--- config.mk ---
export PLATFORM = sky130hd
export DESIGN_NAME = muldiv_unit
export DESIGN_NICKNAME = d
export VERILOG_FILES = /design/src/rtl/muldiv_pkg.sv /design/src/rtl/muldiv_step.sv /design/src/rtl/muldiv_unit.sv
export SDC_FILE = /design/constraint.sdc
export NUM_CORES = 1
export LEC_CHECK = 0
export CORE_AREA = 2 2 163 165
export CTS_CLUSTER_DIAMETER = 150
export DETAILED_ROUTE_END_ITERATION = 10
export DIE_AREA = 0 0 165 167
export GPL_ROUTABILITY_DRIVEN = 1
export PLACE_DENSITY = 0.81
export SLEW_MARGIN = 5
export SYNTH_ARGS = -nofsm -noshare
export SYNTH_HDL_FRONTEND = slang
export SYNTH_SLANG_ARGS = --single-unit
--- constraint.sdc ---
create_clock -name clk -period 5.37 [get_ports clk]
set_clock_uncertainty 0.05 [all_clocks]
set_input_delay 1.074 -clock clk [delete_from_list [all_inputs] [get_ports clk]]
set_output_delay 1.074 -clock clk [all_outputs]
set_load 0.01 [all_outputs]
--- src/rtl/muldiv_pkg.sv ---
// Shared constants, op encodings and FSM states for the iterative RV32M multiply/divide unit.
package muldiv_pkg;

    localparam int XLEN = 32;

    typedef enum logic [2:0] {
        MD_MUL    = 3'b000,
        MD_MULH   = 3'b001,
        MD_MULHSU = 3'b010,
        MD_MULHU  = 3'b011,
        MD_DIV    = 3'b100,
        MD_DIVU   = 3'b101,
        MD_REM    = 3'b110,
        MD_REMU   = 3'b111
    } md_op_e;

    typedef enum logic [1:0] {
        ST_IDLE,
        ST_CALC,
        ST_FIX,
        ST_DONE
    } state_e;

    localparam logic [XLEN-1:0] DIV0_QUOT = 32'hFFFF_FFFF;
    localparam logic [XLEN-1:0] INT_MIN   = 32'h8000_0000;

    // Two's-complement magnitude; INT_MIN maps to 2^31 read as unsigned.
    function automatic logic [XLEN-1:0] mag(input logic [XLEN-1:0] v, input logic neg);
        return neg ? (~v + 1'b1) : v;
    endfunction

endpackage

--- src/rtl/muldiv_step.sv ---
// One combinational iteration: shift-add multiply on {hi,lo}, or restoring divide with hi as remainder.
// Zero latency; no flow control.
module muldiv_step
    import muldiv_pkg::*;
(
    input  logic            is_div,
    input  logic [XLEN-1:0] hi,
    input  logic [XLEN-1:0] lo,
    input  logic [XLEN-1:0] operand,
    output logic [XLEN-1:0] hi_next,
    output logic [XLEN-1:0] lo_next
);

    logic [XLEN:0] sum;
    logic [XLEN:0] shifted;
    logic [XLEN:0] diff;

    always_comb begin
        sum     = {1'b0, hi} + (lo[0] ? {1'b0, operand} : '0);
        shifted = {hi, lo[XLEN-1]};
        diff    = shifted - {1'b0, operand};
        hi_next = sum[XLEN:1];
        lo_next = {sum[0], lo[XLEN-1:1]};
        // Remainder stays below the divisor, so diff[XLEN] is exactly the borrow.
        if (is_div) begin
            if (diff[XLEN]) begin
                hi_next = shifted[XLEN-1:0];
                lo_next = {lo[XLEN-2:0], 1'b0};
            end else begin
                hi_next = diff[XLEN-1:0];
                lo_next = {lo[XLEN-2:0], 1'b1};
            end
        end
    end

endmodule

--- src/rtl/muldiv_unit.sv ---
// Iterative RV32M mul/div: Done 33 edges after the accepting edge (1 edge for special cases with MULDIV_FAST_SPECIAL_EN).
// No backpressure: start is taken only in IDLE and is dropped, not queued, while Busy.
module muldiv_unit
    import muldiv_pkg::*;
#(
    parameter int CNT_W = 6
) (
    input  logic            clk,
    input  logic            rst_n,
    input  logic            start,
    input  logic [XLEN-1:0] A,
    input  logic [XLEN-1:0] B,
    input  logic [2:0]      MDOp,
    output logic            Busy,
    output logic            Done,
    output logic [XLEN-1:0] Result,
    output logic            Zero
);

    localparam logic [CNT_W-1:0] LAST = CNT_W'(XLEN - 1);

    state_e            state_q, state_d;
    logic [CNT_W-1:0]  count;
    md_op_e            op_q, in_op;
    logic [XLEN-1:0]   opnd_q, hi_q, lo_q, a_raw_q, result_q;
    logic [XLEN-1:0]   hi_step, lo_step, fix_res, a_mag, b_mag;
    logic [2*XLEN-1:0] prod;
    logic              neg_q, div0_q, ovf_q;
    logic              a_neg, b_neg, in_div, in_div0, in_ovf, skip, accept;

    always_comb begin
        in_op   = md_op_e'(MDOp);
        in_div  = MDOp[2];
        a_neg   = A[XLEN-1] && (in_op == MD_MULH || in_op == MD_MULHSU || in_op == MD_DIV || in_op == MD_REM);
        b_neg   = B[XLEN-1] && (in_op == MD_MULH || in_op == MD_DIV || in_op == MD_REM);
        a_mag   = mag(A, a_neg);
        b_mag   = mag(B, b_neg);
        in_div0 = (B == '0);
        in_ovf  = (A == INT_MIN) && (B == '1) && (in_op == MD_DIV || in_op == MD_REM);
`ifdef MULDIV_FAST_SPECIAL_EN
        skip    = in_div ? (in_div0 || in_ovf) : (A == '0 || B == '0);
`else
        skip    = 1'b0;
`endif
    end

    always_ff @(posedge clk) begin
        if (!rst_n) state_q <= ST_IDLE;
        else        state_q <= state_d;
    end

    always_comb begin
        state_d = state_q;
        accept  = 1'b0;
        case (state_q)
            ST_IDLE: if (start) begin
                accept  = 1'b1;
                state_d = skip ? ST_FIX : ST_CALC;
            end
            ST_CALC: if (count == LAST) state_d = ST_FIX;
            ST_FIX:  state_d = ST_DONE;
            default: state_d = ST_IDLE;
        endcase
    end

    muldiv_step u_step (
        .is_div  (op_q[2]),
        .hi      (hi_q),
        .lo      (lo_q),
        .operand (opnd_q),
        .hi_next (hi_step),
        .lo_next (lo_step)
    );

    always_ff @(posedge clk) begin
        if (!rst_n) begin
            op_q     <= MD_MUL;
            opnd_q   <= '0;
            hi_q     <= '0;
            lo_q     <= '0;
            a_raw_q  <= '0;
            neg_q    <= 1'b0;
            div0_q   <= 1'b0;
            ovf_q    <= 1'b0;
            count    <= '0;
            result_q <= '0;
        end else begin
            if (accept) begin
                op_q    <= in_op;
                opnd_q  <= in_div ? b_mag : a_mag;
                hi_q    <= '0;
                lo_q    <= in_div ? a_mag : b_mag;
                a_raw_q <= A;
                neg_q   <= (in_op == MD_REM || in_op == MD_REMU) ? a_neg : (a_neg ^ b_neg);
                div0_q  <= in_div0;
                ovf_q   <= in_ovf;
            end else if (state_q == ST_CALC) begin
                hi_q  <= hi_step;
                lo_q  <= lo_step;
                count <= (count == LAST) ? '0 : count + CNT_W'(1);
            end
            if (state_q == ST_FIX) result_q <= fix_res;
        end
    end

`ifdef MULDIV_FAST_SPECIAL_EN
    logic mul_zero_q;

    always_ff @(posedge clk) begin
        if (!rst_n)      mul_zero_q <= 1'b0;
        else if (accept) mul_zero_q <= !in_div && (A == '0 || B == '0);
    end
`endif

    always_comb begin
        prod = neg_q ? -{hi_q, lo_q} : {hi_q, lo_q};
        case (op_q)
            MD_MUL:                       fix_res = prod[XLEN-1:0];
            MD_MULH, MD_MULHSU, MD_MULHU: fix_res = prod[2*XLEN-1:XLEN];
            MD_DIV, MD_DIVU:              fix_res = div0_q ? DIV0_QUOT : (ovf_q ? INT_MIN : (neg_q ? -lo_q : lo_q));
            default:                      fix_res = div0_q ? a_raw_q : (ovf_q ? '0 : (neg_q ? -hi_q : hi_q));
        endcase
`ifdef MULDIV_FAST_SPECIAL_EN
        if (mul_zero_q) fix_res = '0;
`endif
    end

    assign Busy   = (state_q != ST_IDLE);
    assign Done   = (state_q == ST_DONE);
    assign Result = result_q;
    assign Zero   = (result_q == '0);

endmodule

Word level (Yosys, flattened, before mapping)

Cells that the tools add are included.

Flip-flop bits (word level): 174
Input bits: 70
Output and inout port bits: 35
Word-level logic and storage cells: 90

$add $sub $neg: 8
Eq/ne operators: 18
Multiplexer cells: 26
Bitwise logic cells: 5
Reductions and logical operators: 22

Operators with widths:

| operator                                            | count |
|---|---|
| 2-to-1 mux 32 bit                                   | 16 |
| case mux 32 bit (3 select lines)                    | 1 |
| adder 32 x 1 -> 32 bit, second input constant       | 2 |
| equality test 32 bit, second input constant         | 2 |
| zero test 32 bit                                    | 2 |
| 2-to-1 mux 64 bit                                   | 1 |
| negation 32 bit                                     | 2 |
| negation 64 bit                                     | 1 |
| inverter 32 bit                                     | 2 |
| adder 32 x 33 -> 33 bit                             | 1 |
| subtractor 33 x 32 -> 33 bit                        | 1 |
| equality test 3 bit, second input constant          | 5 |
| equality test 3 x 2 -> 1 bit, second input constant | 3 |
| logical OR 1 bit                                    | 7 |
| adder 6 x 1 -> 6 bit, second input constant         | 1 |
| equality test 3 x 1 -> 1 bit, second input constant | 2 |
| equality test 6 x 5 -> 1 bit, second input constant | 1 |
| 2-to-1 mux 6 bit                                    | 1 |
| case mux 2 bit (3 select lines)                     | 1 |
| equality test 2 bit, second input constant          | 2 |
| logical AND 1 bit                                   | 4 |
| 2-to-1 mux 1 bit                                    | 4 |
| 2-to-1 mux 2 bit                                    | 2 |
| inequality test 2 bit, second input constant        | 2 |
| other kinds (9)                                     | 13 |

Longest topological paths before layout

Gate-level depths: netlist (run 1).

Depth after elaboration: 8
Gate-level depth with buffers: 16
Depth with buffers taken out: 14

Cells and area by module

Synthesis (run 1) repeated with hierarchy kept, for this count alone.

Cell total of the unflattened synthesis: 2217
Area total of the unflattened synthesis: 16409.5 um2

By module, submodules not included:

| module      | instances | cells each | area each (um2) | sequential area each (um2) |
|---|---|---|---|---|
| muldiv_unit | 1         | 1529       | 11588.6         | 3483.3 |
| muldiv_step | 1         | 688        | 4820.9          | 0.0 |

Worst setup path before layout (run 1)

Ideal clock, no wire load.

Kind: register to register
Start point: register lo_q[31]
End point: register hi_q[16]
Library setup time: 0.132 ns
Arrival: 3.697 ns
Data required time: 5.188 ns
Slack: 1.491 ns
Stages on the path, launching flop included: 16
Buffers on the path: 1
Period minus slack after synthesis: 3.879 ns
Cell sequence: dfxtp_1 > inv_1 > ha_1 > fa_1 > nand2b_1 > a211oi_1 > o41a_1 > a41o_1 > o21ai_0 > a41oi_1 > nor2_1 > xnor2_1 > clkbuf_1 > mux2_2 > a211oi_1 > nor3_1

Cells in the longest elaborated chain, start to end: 3

RTL lines:

| item                         | line              | RTL |
|---|---|---|
| from (decl)                  | muldiv_unit.sv:25 | `logic [XLEN-1:0] opnd_q, hi_q, lo_q, a_raw_q, result_q;` |
| from (signal assigned)       | muldiv_unit.sv:92 | `lo_q <= in_div ? a_mag : b_mag;` |
| from (signal assigned)       | muldiv_unit.sv:99 | `lo_q <= lo_step;` |
| subtractor 33 x 32 -> 33 bit | muldiv_step.sv:21 | `diff = shifted - {1'b0, operand};` |
| 2-to-1 mux 32 bit            | muldiv_step.sv:26 | `if (diff[XLEN]) begin` |
| 2-to-1 mux 32 bit            | muldiv_step.sv:25 | `if (is_div) begin` |
| to (signal assigned)         | muldiv_unit.sv:98 | `hi_q <= hi_step;` |
| to (decl)                    | muldiv_unit.sv:25 |  |

No other way between the ends.
A chain may end at the register's enable or synchronous reset.

Worst setup path in the final report (run 1)

Start point: register lo_q[31]
End point: register hi_q[8]

Same word-level chain as after synthesis.

==> results of run 1 <==
-- stage by stage --
stage	area, um^2	hold slack, ns	power, mW
2_1_floorplan	15570	0.3910	4.443
3_3_place_gp	16630	0.4066	5.520
3_5_place_dp	16630	0.4174	5.570
4_1_cts	17210	0.4266	6.843
5_1_grt	17210	0.4496	7.340
6_report	17220	0.4304	6.982
-- power by group --
group / internal [mW] / switching [mW]
registers: 1.50 / 0.378
clock network: 0.623 / 0.653
logic: 1.51 / 2.32
total: 3.63 / 3.35
-- layout make-up --
type                    count  share of cell area, %
flip-flops and latches    174                  20.26
inverters                  71                  1.548
well taps                 335                  2.435
diodes                      1                0.01454
clock inverters            14                 0.8649
clock buffers              18                  2.493
repair buffers            131                  7.181
multi-input cells        1712                  65.20
-- cells in the mapped netlist, types with 37 or more instances --
cell type	instances
nor2_1	200
o21ai_0	139
a21boi_0	48
nand2_1	223
inv_1	69
ha_1	75
dfxtp_1	174
a21oi_1	157
clkbuf_1	136
mux2i_1	63
xor2_1	75
nor3_1	45
xnor2_1	127
a211oi_1	77
a221oi_1	37
-- worst paths after layout --
| path | end | cells past startpoint | from |
|---|---|---|---|
| worst max-delay path | hi_q[8] | 15 | lo_q[31] |
| worst min-delay path | opnd_q[23] | 2 | opnd_q[23] |
| worst max register to register | hi_q[8] | 15 | lo_q[31] |
| worst min register to register | opnd_q[23] | 2 | opnd_q[23] |
-- routing by layer --
metal / up-vias / share of wire (%) / GRT usage [%]
met4: 0 / 6.3 / 22.19
met5: - / 0 / 0
li1: 7618 / - / -
met1: 7769 / 41 / 57.45
met2: 984 / 42 / 61.18
met3: 166 / 11 / 8.941
-- worst register-to-register path: stages (launching register included) --
cell	delay, ns
dfxtp_1	0.46
inv_1	0.08
ha_1	0.20
fa_1	0.40
nand2b_1	0.19
a211oi_1	0.42
o41a_1	0.29
a41o_1	0.30
o21ai_0	0.23
a41oi_1	0.29
nor2_1	0.09
xnor2_2	0.14
buf_4	0.33
mux2_2	0.39
a211oi_1	0.23
nor3_1	0.07
-- state kept, by name, indices dropped and copies added, names as in the netlist --
| register | count |
|---|---|
| Result | 32 |
| a_raw_q | 32 |
| hi_q | 32 |
| lo_q | 32 |
| opnd_q | 32 |
| count | 6 |
| op_q | 3 |
| state_q | 2 |
| div0_q | 1 |
| neg_q | 1 |
| ovf_q | 1 |
-- cell families after synthesis --
group	Yosys count	share of synthesized area, %
xor gates and xnor gates	202	11.36
AOI/OAI and AO/OA	688	29.38
muxes	77	5.062
buffers and inverters	230	5.681
adders and majority gates	77	6.284
and+or+nand+nor	668	19.86
DFF	174	22.37
==> impl_metrics.json, run 1 <==
{
  "min_period_ns": 4.300,
  "status": "completed",
  "die_area_um2": 27560,
  "final_cell_mix": "222 x nand2_1, 199 x nor2_1, 172 x dfxtp_1, 157 x a21oi_1, 138 x o21ai_0",
  "cts_buffer_depth": 2,
  "clock-sinks": 174,
  "cpPeakStageDelay_ns": 0.46,
  "num_vias": 16540,
  "ys.flop_type": "dfxtp_1",
  "rsz0062_at_grt": "no",
  "grt.total_usage_pct": 41.89,
  "endpoint_kind": "flip-flop",
  "clk_pin_slew_ns": 0.07,
  "irDropWorstVdd_mv": 0.2599,
  "area_growth_pct": 10.56,
  "setup_viol": 0,
  "drive_gt1_share_pct": 5.047,
  "hold_path_class": "reg2reg",
  "synth_largest_area_cell": "dfxtp_1",
  "antenna_found_initial": 0,
  "rows": 59,
  "crit_top_cell": "a211oi_1",
  "syn_nets": 2263,
  "clk_latency_ns": 0.46,
  "syn-cell-area_um2": 15570,
  "ant_nets": 0,
  "cts_buffers": 17,
  "cp_num_buf_inv": 2,
  "drc": 0,
  "coreArea_um2": 25760,
  "place_ws_ns": 1.048,
  "rrSetupSlack_ns": 1.07,
  "cts-resized-gates": 0,
  "slew_headroom_pct": 15.35,
  "die_width_um": 165,
  "cap_violations": 0,
  "finalNonFillerCells": 2456,
  "grt_max_degree": 101,
  "crit_chain": "inv_1, ha_1, fa_1, nand2b_1, a211oi_1, o41a_1, a41o_1, o21ai_0, a41oi_1, nor2_1, xnor2_2, buf_4, mux2_2, a211oi_1, nor3_1",
  "critical_path_arrival_ns": 4.56,
  "firstDrtPassIters": 6,
  "async_reset_ff_share_pct": 0,
  "gp_congestion": 1.023,
  "hold_violations": 0,
  "synth_edf_count": 0,
  "routed_wirelength_mm": 58.11,
  "ys_top_cells_by_area": "dfxtp_1 22%, xnor2_1 7.1%, ha_1 6.0%",
  "cp-start-kind": "flip-flop",
  "path_class": "reg2reg",
  "viasPerCell": 6.733,
  "avgSynthCellArea_um2": 7.359,
  "fmax_ghz": 0.2326,
  "root_buffer": "clkbuf_16",
  "regArea_um2": 3488,
  "fin_crit_sh_pct": 80.07,
  "drt_iter0_markers": 2002,
  "grt.overflow.total": 0,
  "layout_commonest_cell": "nand2_1",
  "cts_tree": "done",
  "ys_ff_latch": 174,
  "grt_pass1_vias": 14970,
  "routedWlPerCell_um": 23.66,
  "htree_levels": 4,
  "cp_top_family": "compound AO/OA/AOI/OAI gates",
  "slowest_stage": "dfxtp_1",
  "post-cts-setup-buffers": 0,
  "finalNetCount": 2254,
  "port_buffers": 104,
  "yosysWarnings": 0,
  "synth_cells": 2116,
  "multi_input_area_um2": 11220,
  "leakage_nw": 6.696,
  "start_util_pct": 60.44,
  "synth_top_area_share_pct": 22.37,
  "dp_cells": 2423,
  "fillers": 2262,
  "ios": 105,
  "setup_tns_ns": 0,
  "maxSlewViolCount": 0,
  "ys_seq_area_share_pct": 22.37,
  "crit_fanout": 20,
  "required_ns": 5.63,
  "power_density_nw_per_um2": 405.6,
  "grt_pass1_wl_mm": 88.10,
  "die_h_um": 167,
  "netlist-cell-type-count": 70,
  "cts_hold_buf": 0,
  "final_util_pct": 66.82,
  "fin_ws_ns": 1.070,
  "dp.final_hpwl_mm": 43.68,
  "worst_pin_slew_ns": 1.238
}
(Power assumes the default switching activity.)
==> run 2, diff against run 1 <==
Settings changed: CORE_AREA 2 2 163 165 to 2 2 172 174, DIE_AREA 0 0 165 167 to 0 0 174 176, PLACE_DENSITY 0.81 to 0.77.
Clock period 5.37 ns to 3.9 ns, I/O delays scaled along.
==> impl_metrics.json, run 2 (synthesized netlist as in run 1, its figures left out) <==
{
  "final_util_pct": 64.45,
  "fin_crit_sh_pct": 95.39,
  "fmax_ghz": 0.2688,
  "dp.final_hpwl_mm": 46.51,
  "final_cell_mix": "222 x nand2_1, 199 x nor2_1, 172 x dfxtp_1, 161 x buf_4, 156 x a21oi_1",
  "die_width_um": 174,
  "ant_nets": 0,
  "firstDrtPassIters": 6,
  "routed_wirelength_mm": 60.23,
  "crit_top_cell": "or3_4",
  "cp-start-kind": "flip-flop",
  "start_util_pct": 54.55,
  "clk_latency_ns": 0.46,
  "grt.total_usage_pct": 38.62,
  "slowest_stage": "or4_4",
  "cts_buffers": 17,
  "drive_gt1_share_pct": 11.13,
  "endpoint_kind": "flip-flop",
  "critical_path_arrival_ns": 4.00,
  "crit_fanout": 7,
  "grt_max_degree": 80,
  "rows": 62,
  "clk_pin_slew_ns": 0.07,
  "cap_violations": 0,
  "power_density_nw_per_um2": 555.6,
  "die_area_um2": 30620,
  "port_buffers": 104,
  "crit_chain": "or3_1, nand2b_1, or4_4, or3_4, or2_1, or3_4, buf_4, o31ai_2, xnor2_1, a221oi_1, nor3_1",
  "multi_input_area_um2": 11280,
  "cts_tree": "done",
  "coreArea_um2": 28550,
  "area_growth_pct": 18.15,
  "grt_pass1_wl_mm": 91.63,
  "hold_path_class": "reg2reg",
  "maxSlewViolCount": 0,
  "setup_viol": 0,
  "htree_levels": 4,
  "dp_cells": 2607,
  "path_class": "reg2reg",
  "gp_congestion": 1.032,
  "die_h_um": 176,
  "clock-sinks": 174,
  "irDropWorstVdd_mv": 0.3058,
  "min_period_ns": 3.720,
  "cts_buffer_depth": 2,
  "cp_num_buf_inv": 1,
  "status": "completed",
  "finalNonFillerCells": 2641,
  "root_buffer": "clkbuf_16",
  "grt_pass1_vias": 15730,
  "slew_headroom_pct": 38.99,
  "drc": 0,
  "worst_pin_slew_ns": 0.9151,
  "fillers": 2567,
  "finalNetCount": 2389,
  "totalPowerFinal_mw": 10.22,
  "ios": 105,
  "antenna_found_initial": 0,
  "regArea_um2": 3488,
  "drt_iter0_markers": 1954,
  "viasPerCell": 6.431,
  "layout_commonest_cell": "nand2_1",
  "cpPeakStageDelay_ns": 0.50,
  "setup_tns_ns": 0,
  "leakage_nw": 7.397,
  "num_vias": 16980,
  "grt.overflow.total": 0,
  "required_ns": 4.18,
  "hold_violations": 0,
  "cp_top_family": "simple AND/OR/NAND/NOR gates",
  "routedWlPerCell_um": 22.80,
  "post-cts-setup-buffers": 0
}
==> run 2: stage by stage <==
step	area, um^2	setup slack (ns)	hold WS, ns
floorplan	15570	0.02092	0.3910
global placement	17730	0.01125	0.4021
detailed placement	17730	-0.08291	0.4093
CTS	18350	0.09589	0.4179
global route	18390	-0.003881	0.4392
finish	18400	0.1797	0.4123
==> run 2: worst paths after layout <==
path	start	to	slack (ns)	cells after the start
worst min register to register	opnd_q[12]	opnd_q[12]	0.41	2
worst min-delay path	opnd_q[12]	opnd_q[12]	0.41	2
worst max-delay path	lo_q[4]	Result[29]	0.18	11
worst max register to register	lo_q[4]	Result[29]	0.18	11
==> run 2: what timing repair did <==
item                                    4_1_cts  5_1_grt
resized for setup                             1       10
cloned                                        0        0
endpoints found under the setup margin        1       21
hold buffers                                  0        0
==> run 2: layout make-up <==
type,count,area share [%]
Multi-Input combinational cell,1712,61.30
Sequential cell,174,18.96
Timing Repair Buffer,266,12.32
Tap cell,384,2.612
Clock buffer,18,2.387
Inverter,71,1.449
Clock inverter,14,0.9453
Antenna cell,2,0.02720
==> run 2: worst min-delay path, stage by stage (launching register included) <==
cell	delay [ns]
dfxtp_1	0.31
nand2_1	0.05
a21boi_0	0.06
==> run 2: where the power goes <==
group          switching (mW)  leakage (nW)  internal, mW
registers               0.382          1.42          2.07
clock network           0.878         0.299         0.939
logic                    3.51          5.67          2.44
total                    4.77          7.40          5.45
==> run 2: metal layers <==
metal  vias to the layer above  part of all wire, %  global-route usage [%]  routed length [um]
li1                       7876                    -                       -                   -
met1                      7977                   41                   50.23               24660
met2                       955                   43                   60.97               26090
met3                       175                  9.8                   8.161                5912
met4                         0                  5.9                   19.01                3559
met5                         -                    0                       0                   0
